===== src/rtl/axis_master.sv =====
// AXI4-Stream packet master: a user-filled FIFO drained into fixed-length packets.
// Optional completed-packet counter port enabled by defining AXIS_MASTER_PKT_CNT_EN.
module axis_master #(
   parameter int unsigned DATA_W = 8,
   parameter int unsigned DEPTH  = 16
) (
   input  logic              m_axis_aclk,
   input  logic              m_axis_arstn,
   input  logic              wr_en,
   input  logic [DATA_W-1:0] wr_data,
   output logic              full,
   input  logic              start,
   input  logic [3:0]        pkt_len,
   output logic              busy,
`ifdef AXIS_MASTER_PKT_CNT_EN
   output logic [15:0]       pkt_count,
`endif
   output logic [DATA_W-1:0] m_axis_tdata,
   output logic              m_axis_tvalid,
   output logic              m_axis_tlast,
   input  logic              m_axis_tready
);

   localparam int unsigned AW = (DEPTH > 1) ? $clog2(DEPTH) : 1;
   localparam int unsigned CW = AW + 1;

   typedef enum logic [1:0] {StIdle, StRun, StLast} state_e;

   logic [DATA_W-1:0] mem_q [DEPTH];
   logic [AW-1:0]     wr_ptr_q, wr_ptr_d;
   logic [AW-1:0]     rd_ptr_q, rd_ptr_d;
   logic [CW-1:0]     cnt_q, cnt_d;
   logic [4:0]        remaining_q, remaining_d;
   state_e            state_q, state_d;
   logic [DATA_W-1:0] tdata_q, tdata_d;
   logic              tvalid_q, tvalid_d;
   logic              tlast_q, tlast_d;

   logic push, pop, empty, slot_free, handshake;

   // Full is judged on the registered count, so a write is dropped even if a pop
   // frees a slot at the same edge.
   assign full      = (cnt_q == CW'(DEPTH));
   assign empty     = (cnt_q == '0);
   assign push      = wr_en & ~full;
   assign slot_free = ~tvalid_q | m_axis_tready;
   assign handshake = tvalid_q & m_axis_tready;

   assign busy          = (state_q != StIdle);
   assign m_axis_tdata  = tdata_q;
   assign m_axis_tvalid = tvalid_q;
   assign m_axis_tlast  = tlast_q;

   // Storage carries no reset; emptiness is defined by the pointers and count.
   always_ff @(posedge m_axis_aclk) begin
      if (push) begin
         mem_q[wr_ptr_q] <= wr_data;
      end
   end

   always_comb begin
      wr_ptr_d = push ? wr_ptr_q + AW'(1) : wr_ptr_q;
      rd_ptr_d = pop  ? rd_ptr_q + AW'(1) : rd_ptr_q;
      case ({push, pop})
         2'b10:   cnt_d = cnt_q + CW'(1);
         2'b01:   cnt_d = cnt_q - CW'(1);
         default: cnt_d = cnt_q;
      endcase
   end

   always_comb begin
      state_d     = state_q;
      remaining_d = remaining_q;
      tdata_d     = tdata_q;
      tvalid_d    = tvalid_q;
      tlast_d     = tlast_q;
      pop         = 1'b0;
      unique case (state_q)
         StIdle: begin
            if (start) begin
               remaining_d = {1'b0, pkt_len} + 5'd1;
               state_d     = StRun;
            end
         end
         StRun: begin
            if (slot_free && !empty) begin
               pop         = 1'b1;
               tdata_d     = mem_q[rd_ptr_q];
               tvalid_d    = 1'b1;
               tlast_d     = (remaining_q == 5'd1);
               remaining_d = remaining_q - 5'd1;
               if (remaining_q == 5'd1) begin
                  state_d = StLast;
               end
            end else if (handshake) begin
               // Beat accepted but nothing to replace it with: insert a bubble.
               tvalid_d = 1'b0;
            end
         end
         StLast: begin
            if (handshake) begin
               tvalid_d = 1'b0;
               tlast_d  = 1'b0;
               state_d  = StIdle;
            end
         end
         default: state_d = StIdle;
      endcase
   end

   always_ff @(posedge m_axis_aclk) begin
      if (!m_axis_arstn) begin
         wr_ptr_q    <= '0;
         rd_ptr_q    <= '0;
         cnt_q       <= '0;
         state_q     <= StIdle;
         remaining_q <= '0;
         tdata_q     <= '0;
         tvalid_q    <= 1'b0;
         tlast_q     <= 1'b0;
      end else begin
         wr_ptr_q    <= wr_ptr_d;
         rd_ptr_q    <= rd_ptr_d;
         cnt_q       <= cnt_d;
         state_q     <= state_d;
         remaining_q <= remaining_d;
         tdata_q     <= tdata_d;
         tvalid_q    <= tvalid_d;
         tlast_q     <= tlast_d;
      end
   end

`ifdef AXIS_MASTER_PKT_CNT_EN
   logic [15:0] pkt_count_q;

   always_ff @(posedge m_axis_aclk) begin
      if (!m_axis_arstn) begin
         pkt_count_q <= '0;
      end else if (state_q == StLast && handshake) begin
         pkt_count_q <= pkt_count_q + 16'd1;
      end
   end

   assign pkt_count = pkt_count_q;
`endif

endmodule


===== config.mk =====
export PLATFORM = sky130hd
export DESIGN_NAME = axis_master
export DESIGN_NICKNAME = d
export VERILOG_FILES = /design/src/rtl/axis_master.sv
export SDC_FILE = /design/constraint.sdc
export NUM_CORES = 1
export LEC_CHECK = 0
export CELL_PAD_IN_SITES_DETAIL_PLACEMENT = 1
export CELL_PAD_IN_SITES_GLOBAL_PLACEMENT = 1
export CORE_MARGIN = 2
export CORE_UTILIZATION = 50
export CTS_CLUSTER_SIZE = 30
export DETAILED_ROUTE_END_ITERATION = 10
export PLACE_DENSITY_LB_ADDON = 0.2
export SLEW_MARGIN = 20
export SYNTH_ARGS = -nofsm -noshare
export SYNTH_HDL_FRONTEND = slang
export SYNTH_SLANG_ARGS = --single-unit

===== constraint.sdc =====
create_clock -name m_axis_aclk -period 8.8 [get_ports m_axis_aclk]
set_clock_uncertainty 0.15 [all_clocks]
set_input_delay 1.76 -clock m_axis_aclk [delete_from_list [all_inputs] [get_ports m_axis_aclk]]
set_output_delay 1.76 -clock m_axis_aclk [all_outputs]
set_load 0.01 [all_outputs]

==> results of run 1 <==
-- sequential cells by signal, summed over array words and instances, names as in the netlist --
register / count
mem_q: 128
m_axis_tdata: 8
cnt_q: 5
remaining_q: 5
rd_ptr_q: 4
wr_ptr_q: 4
state_q: 2
m_axis_tlast: 1
m_axis_tvalid: 1
-- path summary, 6_finish.rpt --
path,to,slack (ps),cells past startpoint
max,cnt_q[4],4350,10
max reg2reg,cnt_q[4],5320,12
min,m_axis_tlast,330,1
min reg2reg,m_axis_tlast,330,1
-- final cells by class --
| class | count | area share |
|---|---|---|
| flip-flops and latches | 158 | 0.5645 |
| multi-input cells | 300 | 0.2856 |
| clock buffers | 17 | 0.05399 |
| repair buffers | 31 | 0.04033 |
| well taps | 176 | 0.02795 |
| clock inverters | 15 | 0.02144 |
| inverters | 13 | 0.006192 |
-- power groups by stage --
stage,clock network (uW),logic [uW],registers [uW]
after global placement,0,394,936
after floorplan,0,299,915
final,733,426,925
after CTS,746,427,924
after detailed placement,0,419,940
after global routing,774,469,932
-- metal layers --
| layer | up-vias | share of wire | global-route usage |
|---|---|---|---|
| met2 | 112 | 0.49 | 0.3778 |
| li1 | 1972 | - | - |
| met4 | 0 | 0.022 | 0.09483 |
| met1 | 2133 | 0.44 | 0.3239 |
| met3 | 28 | 0.052 | 0.04088 |
| met5 | - | 0 | 0 |
-- cells in the final DEF, fill, tap and decap left out, types with 9 or more instances in the layout --
cell type	Yosys	final
edfxtp_1	128	128
mux2i_1	72	72
nor2_1	35	35
dfxtp_1	30	29
clkdlybuf4s50_1	0	27
o22ai_1	26	26
nand2_1	18	18
clkbuf_16	0	17
ha_1	16	16
inv_1	11	11
o21ai_1	11	11
o21ai_0	9	9
a31oi_1	9	9
a21oi_1	9	9
inv_6	0	9
-- synth_stat cells (2+ instances only) --
cell,n
nand2_1,18
or3b_2,2
o22ai_1,26
nand2b_1,7
nand4_1,2
inv_1,11
o211ai_1,3
inv_2,2
xor2_1,5
o221ai_1,7
edfxtp_1,128
nand3b_1,7
a21boi_1,2
or3_1,2
nor2b_1,4
o311a_1,2
nor2_1,35
a211o_1,4
o21ai_1,11
a21oi_1,9
o21ai_0,9
xnor2_1,4
mux2i_1,72
dfxtp_1,30
nor3_1,6
ha_1,16
or3b_1,2
buf_6,2
and3_1,2
buf_1,2
a31oi_1,9
nand3_1,7
clkbuf_1,15
buf_2,10
or4_1,3
-- kinds of logic after synthesis --
| group | count (synthesis) | synth area share |
|---|---|---|
| multiplexers | 73 | 0.1067 |
| flip-flops | 158 | 0.6478 |
| AO/OA/AOI/OAI | 95 | 0.09429 |
| AND/OR/NAND/NOR | 107 | 0.08353 |
| XOR/XNOR | 9 | 0.01149 |
| adder cells (fa/ha/maj) | 16 | 0.02918 |
| buffers and inverters | 42 | 0.02699 |
-- stage by stage --
step / utilization / hold WS (ps) / instances / setup slack, ps
floorplan: - / 344.3 / 500 / 4849
CTS: 0.5899 / 341.9 / 709 / 4354
global placement: 0.5452 / 306.6 / 677 / 4082
global route: 0.5927 / 386.2 / 710 / 4195
detailed placement: 0.5452 / 325.7 / 677 / 3938
finish: 0.5927 / 334.2 / 710 / 4346
==> Flow_metrics.wiki, run 1 <==
{| class="wikitable"
! Metric !! Value
|-
| Launch instance of the worst min-delay path || m_axis_tlast
|-
| Clock transition at the registers of the reported paths || ~70 ps
|-
| Endpoint type of the worst setup path || flip-flop
|-
| Detailed-route wire length per cell || between 20 and 25 um
|-
| Crit Path Class || in2reg
|-
| Number of global-route vias before repair || approximately 4,500
|-
| Post-detailed-route via-to-cell ratio || approximately 6
|-
| Starting Density || 0.5160
|-
| Family with the most delay on the worst path || compound AO/OA/AOI/OAI gates
|-
| Synth area leader || edfxtp_1
|-
| Setup total negative slack || 0 ps
|-
| Area of the multi-input gates || approximately 0.0023 mm^2
|-
| Share of the clock period used by the worst path || 0.5062
|-
| Gates resized, CTS repair || 0
|-
| Synth top area cells || edfxtp_1 (56%), mux2i_1 (11%), dfxtp_1 (8.8%)
|-
| Total number of vias || between 4,000 and 5,000
|-
| # DRC || 0
|-
| Post-synth EDFFs || roughly 130
|-
| Total internal power || between 1000 and 1500 uW
|-
| Buffer levels on the longest clock path || 2
|-
| Placement row count || 42
|-
| Type of the most critical hold path || reg2reg
|-
| Count of buffer and inverter cells on the critical path || 2
|-
| Number of max-cap violations || 0
|-
| Worst-path fanout max || 7
|-
| Launch point of the critical path || wr_en
|-
| Fraction of power consumed by combinational cells || 0.205
|-
| Global-route wire length before repair || approximately 26,000 um
|-
| Count of buffers from port buffering || 28
|-
| Data required, critical path || 9000 ps
|-
| Instance area at placement || 0.007248 mm^2
|-
| Vertical die dimension || around 120 um
|-
| Number of storage elements in the synthesis netlist || 158
|-
| Setup Buffers After CTS || 0
|-
| Peak VDD IR || roughly 0.00014 V
|-
| Full die area || about 0.015 mm^2
|-
| Kind of start point of the critical path || input pin
|-
| Highest clock rate || around 0.22 GHz
|-
| Critical path's largest stage delay || slightly above 500 ps
|-
| Fill cell instance count of the final layout || approximately 1,300
|-
| Average size of a mapped cell || roughly 14 um^2
|-
| Sequential cell fraction of total power || 0.444
|-
| Net count of the finished layout || between 500 and 600
|-
| Power per standard cell area || between 200 and 300 mW/mm^2
|-
| Final Max Slew Viols || 0
|-
| Layout cell share with drive strength beyond 1 || 0.09925
|-
| Data arrival time of the worst path || 4660 ps
|-
| Level count of the clock H-tree || 4
|-
| Io pins || 29
|-
| Final WL || roughly 16,000 um
|-
| Clock latency of the later-clocked register in the worst-skew pair || 420 ps
|-
| Total grt overflow || 0
|-
| Sw Ratio || 0.3068
|-
| Slowest cell on crit path || clkdlybuf4s50_1
|-
| Net switching power of the design || roughly 640 uW
|-
| Post-layout power || approximately 2100 uW
|-
| Number of inserted diodes || 0
|-
| Detailed-placement wirelength estimate || roughly 11,000 um
|-
| Crit path time final || around 4500 ps
|-
| RSZ-0062 raised after global routing || false
|-
| Sequential share of the synthesized area || 0.6478
|-
| Static Leak || approximately 0.0025 uW
|-
| Antenna violations before repair || 0
|-
| Chip width || ~120 um
|-
| Hold bufs inserted after CTS || 0
|-
| Top flip-flop cell by instance count after synthesis || edfxtp_1
|-
| Cell area after layout || 0.007880 mm^2
|-
| Register area || about 0.0044 mm^2
|-
| Maximum number of pins on one net before global-route repair || 68
|-
| Hold Vio Cnt, Final || 0
|-
| Number of library cell types mapped by synthesis || 59
|-
| Routability-driven placement congestion ratio || between 0.7 and 0.8
|-
| Clock group share of total power || 0.352
|-
| Synth Instances || 500
|-
| Total CTS buffers || 17
|-
| Area of the mapped netlist || slightly below 0.007 mm^2
|-
| Yosys top cell area share || 0.5603
|-
| TritonCTS clock tree || yes
|-
| Number of routed nets with antenna violations || 0
|-
| Iter 0 DRT Violations || 321
|-
| Clock sink total || 158
|-
| Number of detailed-route iterations in the first pass || 4
|-
| Number of warning messages in the yosys log || 0
|-
| Critical register-to-register path startpoint || state_q[1]
|-
| Syn nets || approximately 530
|-
| Root buffer cell || clkbuf_16
|-
| Max transition margin || 0.4205
|-
| Core box area || about 0.013 mm^2
|-
| Growth of design area from synthesis to finish || 14.86%
|-
| Share of flip-flops with an asynchronous set or reset after synthesis || 0
|-
| Critical-path cell list || clkdlybuf4s50_1 > a21boi_1 > inv_1 > ha_1 > xor2_1 > ha_1 > a211o_1 > a211o_1 > a31oi_1 > mux2i_1
|-
| Final setup violation count || 0
|-
| Overall routing resource usage || 0.2368
|-
| Outcome || finished clean
|-
| Slew at the pin closest to its max-slew limit || 866.1 ps
|}
Note: power is estimated with default switching activity, not from simulation.
==> run 2, diff against run 1 <==
clock period = 4.2 ns   (was 8.8 ns; I/O delays follow)
==> Flow_metrics.wiki, run 2 (synthesis results as in run 1) <==
{| class="wikitable"
! Metric !! Value
|-
| Outcome || finished clean
|-
| Slew at the pin closest to its max-slew limit || 893.2 ps
|-
| # DRC || 0
|-
| Io pins || 29
|-
| Max transition margin || 0.4024
|-
| Worst-path fanout max || 9
|-
| Maximum number of pins on one net before global-route repair || 68
|-
| RSZ-0062 raised after global routing || false
|-
| Setup Buffers After CTS || 0
|-
| TritonCTS clock tree || yes
|-
| Final WL || about 16,000 um
|-
| Antenna violations before repair || 0
|-
| Endpoint type of the worst setup path || flip-flop
|-
| Level count of the clock H-tree || 4
|-
| Final Max Slew Viols || 0
|-
| Number of inserted diodes || 0
|-
| Setup slack after layout || between 900 and 1000 ps
|-
| Critical register-to-register path startpoint || cnt_q[1]
|-
| Growth of design area from synthesis to finish || 14.94%
|-
| Data arrival time of the worst path || 3480 ps
|-
| Chip width || between 100 and 150 um
|-
| Biggest register || mem_q
|-
| Hold Path Cell Cnt || 1
|-
| Total CTS buffers || 17
|-
| Total grt overflow || 0
|-
| Vertical die dimension || approximately 120 um
|-
| Fill cell instance count of the final layout || 1,235
|-
| Data required, critical path || ~4400 ps
|-
| Leading cell type in the layout, fill and taps excluded || edfxtp_1
|-
| Number of max-cap violations || 0
|-
| Number of detailed-route iterations in the first pass || 5
|-
| Global-route wire length before repair || around 25,000 um
|-
| Slowest cell on crit path || nor4_2
|-
| Core box area || roughly 0.013 mm^2
|-
| Placement row count || between 40 and 50
|-
| Launch instance of the worst min-delay path || m_axis_tlast
|-
| Power per standard cell area || 550.4 mW/mm^2
|-
| Final setup violation count || 0
|-
| Share of the clock period used by the worst path || 0.7773
|-
| Detailed-route wire length per cell || between 20 and 25 um
|-
| Layout cell share with drive strength beyond 1 || 0.09462
|-
| Worst hold endpoint || m_axis_tlast
|-
| Hold bufs inserted after CTS || 0
|-
| Buffer levels on the longest clock path || 2
|-
| Max FFs per register || 128
|-
| Kind of start point of the critical path || flip-flop
|-
| Routability-driven placement congestion ratio || about 0.85
|-
| Number of global-route vias before repair || 4,487
|-
| Setup total negative slack || 0 ps
|-
| Overall routing resource usage || 0.2405
|-
| Area of the multi-input gates || between 0.002 and 0.0025 mm^2
|-
| Static Leak || between 0.002 and 0.003 uW
|-
| Iter 0 DRT Violations || 369
|-
| Peak VDD IR || ~0.00041 V
|-
| Post-detailed-route via-to-cell ratio || around 6
|-
| Number of routed nets with antenna violations || 0
|-
| Detailed-placement wirelength estimate || around 10,000 um
|-
| Highest clock rate || around 0.31 GHz
|-
| Pre-CTS WS || around 590 ps
|-
| Clock transition at the registers of the reported paths || ~60 ps
|-
| Clock sink total || approximately 160
|-
| Post-layout power || between 4000 and 5000 uW
|-
| Net count of the finished layout || approximately 560
|-
| Clock latency of the later-clocked register in the worst-skew pair || between 400 and 500 ps
|-
| Type of the most critical hold path || reg2reg
|-
| Register area || 0.004448 mm^2
|-
| Total number of vias || approximately 4,300
|-
| Hold Vio Cnt, Final || 0
|-
| Crit Path Class || reg2reg
|-
| Gates resized, CTS repair || 0
|-
| Critical-path cell list || nor4_2 > a21boi_1 > buf_4 > inv_1 > ha_1 > xor2_1 > ha_1 > a211o_1 > a211o_1 > a31oi_1 > mux2i_1
|-
| Crit Reg-Reg Endpoint || cnt_q[4]
|-
| Top library cells by usage in the layout, fill and taps aside || edfxtp_1 (128), mux2i_1 (72), nor2_1 (35)
|-
| Full die area || around 0.015 mm^2
|-
| Depth of the most critical reg-to-reg path || 11
|-
| Worst-case register-to-register setup slack || 940 ps
|-
| Starting Density || 0.5160
|-
| Count of buffers from port buffering || 28
|-
| Critical path's largest stage delay || roughly 600 ps
|-
| Crit path time final || around 3300 ps
|-
| Root buffer cell || clkbuf_16
|}
==> run 2: cell count changes in the layout (fill, tap and decap cells not counted) <==
cell             change
nor3_1               +3
clkdlybuf4s50_1      +1
buf_2                -1
clkinvlp_4           +4
nor3_2               -3
clkinv_1             +3
buf_4                +5
clkinv_4             +2
clkinv_2             +1
inv_6                -7
clkinv_8             -2
bufinv_16            +1
inv_8                -2
==> run 2: worst max-delay path by stage <==
stage                from       end
2_1_floorplan  state_q[1]  cnt_q[4]
3_3_place_gp        wr_en  cnt_q[4]
3_5_place_dp        wr_en  cnt_q[4]
4_1_cts          cnt_q[1]  cnt_q[4]
5_1_grt        state_q[1]  cnt_q[4]
6_report         cnt_q[1]  cnt_q[4]
==> run 2: per-layer routing <==
layer  global-route usage  share of wire  wire (um)
met2               0.3929           0.50       8143
met1               0.3169           0.43       7081
met5                    0              0          0
met3              0.06532          0.058        946
met4              0.06968         0.0097        159
==> run 2: per-stage QoR <==
stage	hold WS, ps	util	cell area [um^2]	cells
after CTS	350.1	0.5910	7858	714
after global routing	364.0	0.5931	7885	715
after detailed placement	335.3	0.5480	7286	682
after floorplan	344.3	-	6860	500
after global placement	312.2	0.5480	7286	682
final	342.0	0.5931	7885	715
==> run 2: cell type report <==
class                           instances  share of cell area
Clock inverter                         15             0.01857
Clock buffer                           17             0.05395
Multi-Input combinational cell        300              0.2836
Inverter                               13            0.006189
Sequential cell                       158              0.5641
Timing Repair Buffer                   36             0.04570
Tap cell                              176             0.02793
==> run 2: worst max-delay path, delay by kind of cell, from the launching register on <==
family / cells / cell delay, ps
buffers and inverters: 2 / 260
DFF: 1 / 410
and+or+nand+nor: 1 / 600
muxes: 1 / 190
adders and majority gates: 2 / 530
xor gates and xnor gates: 1 / 120
AOI/OAI and AO/OA: 4 / 920
==> run 2: power by group <==
part           total [uW]  switching [uW]  internal (uW)
registers            1930             132           1800
logic                 911             527            384
clock network        1490             625            869
total                4340            1280           3060
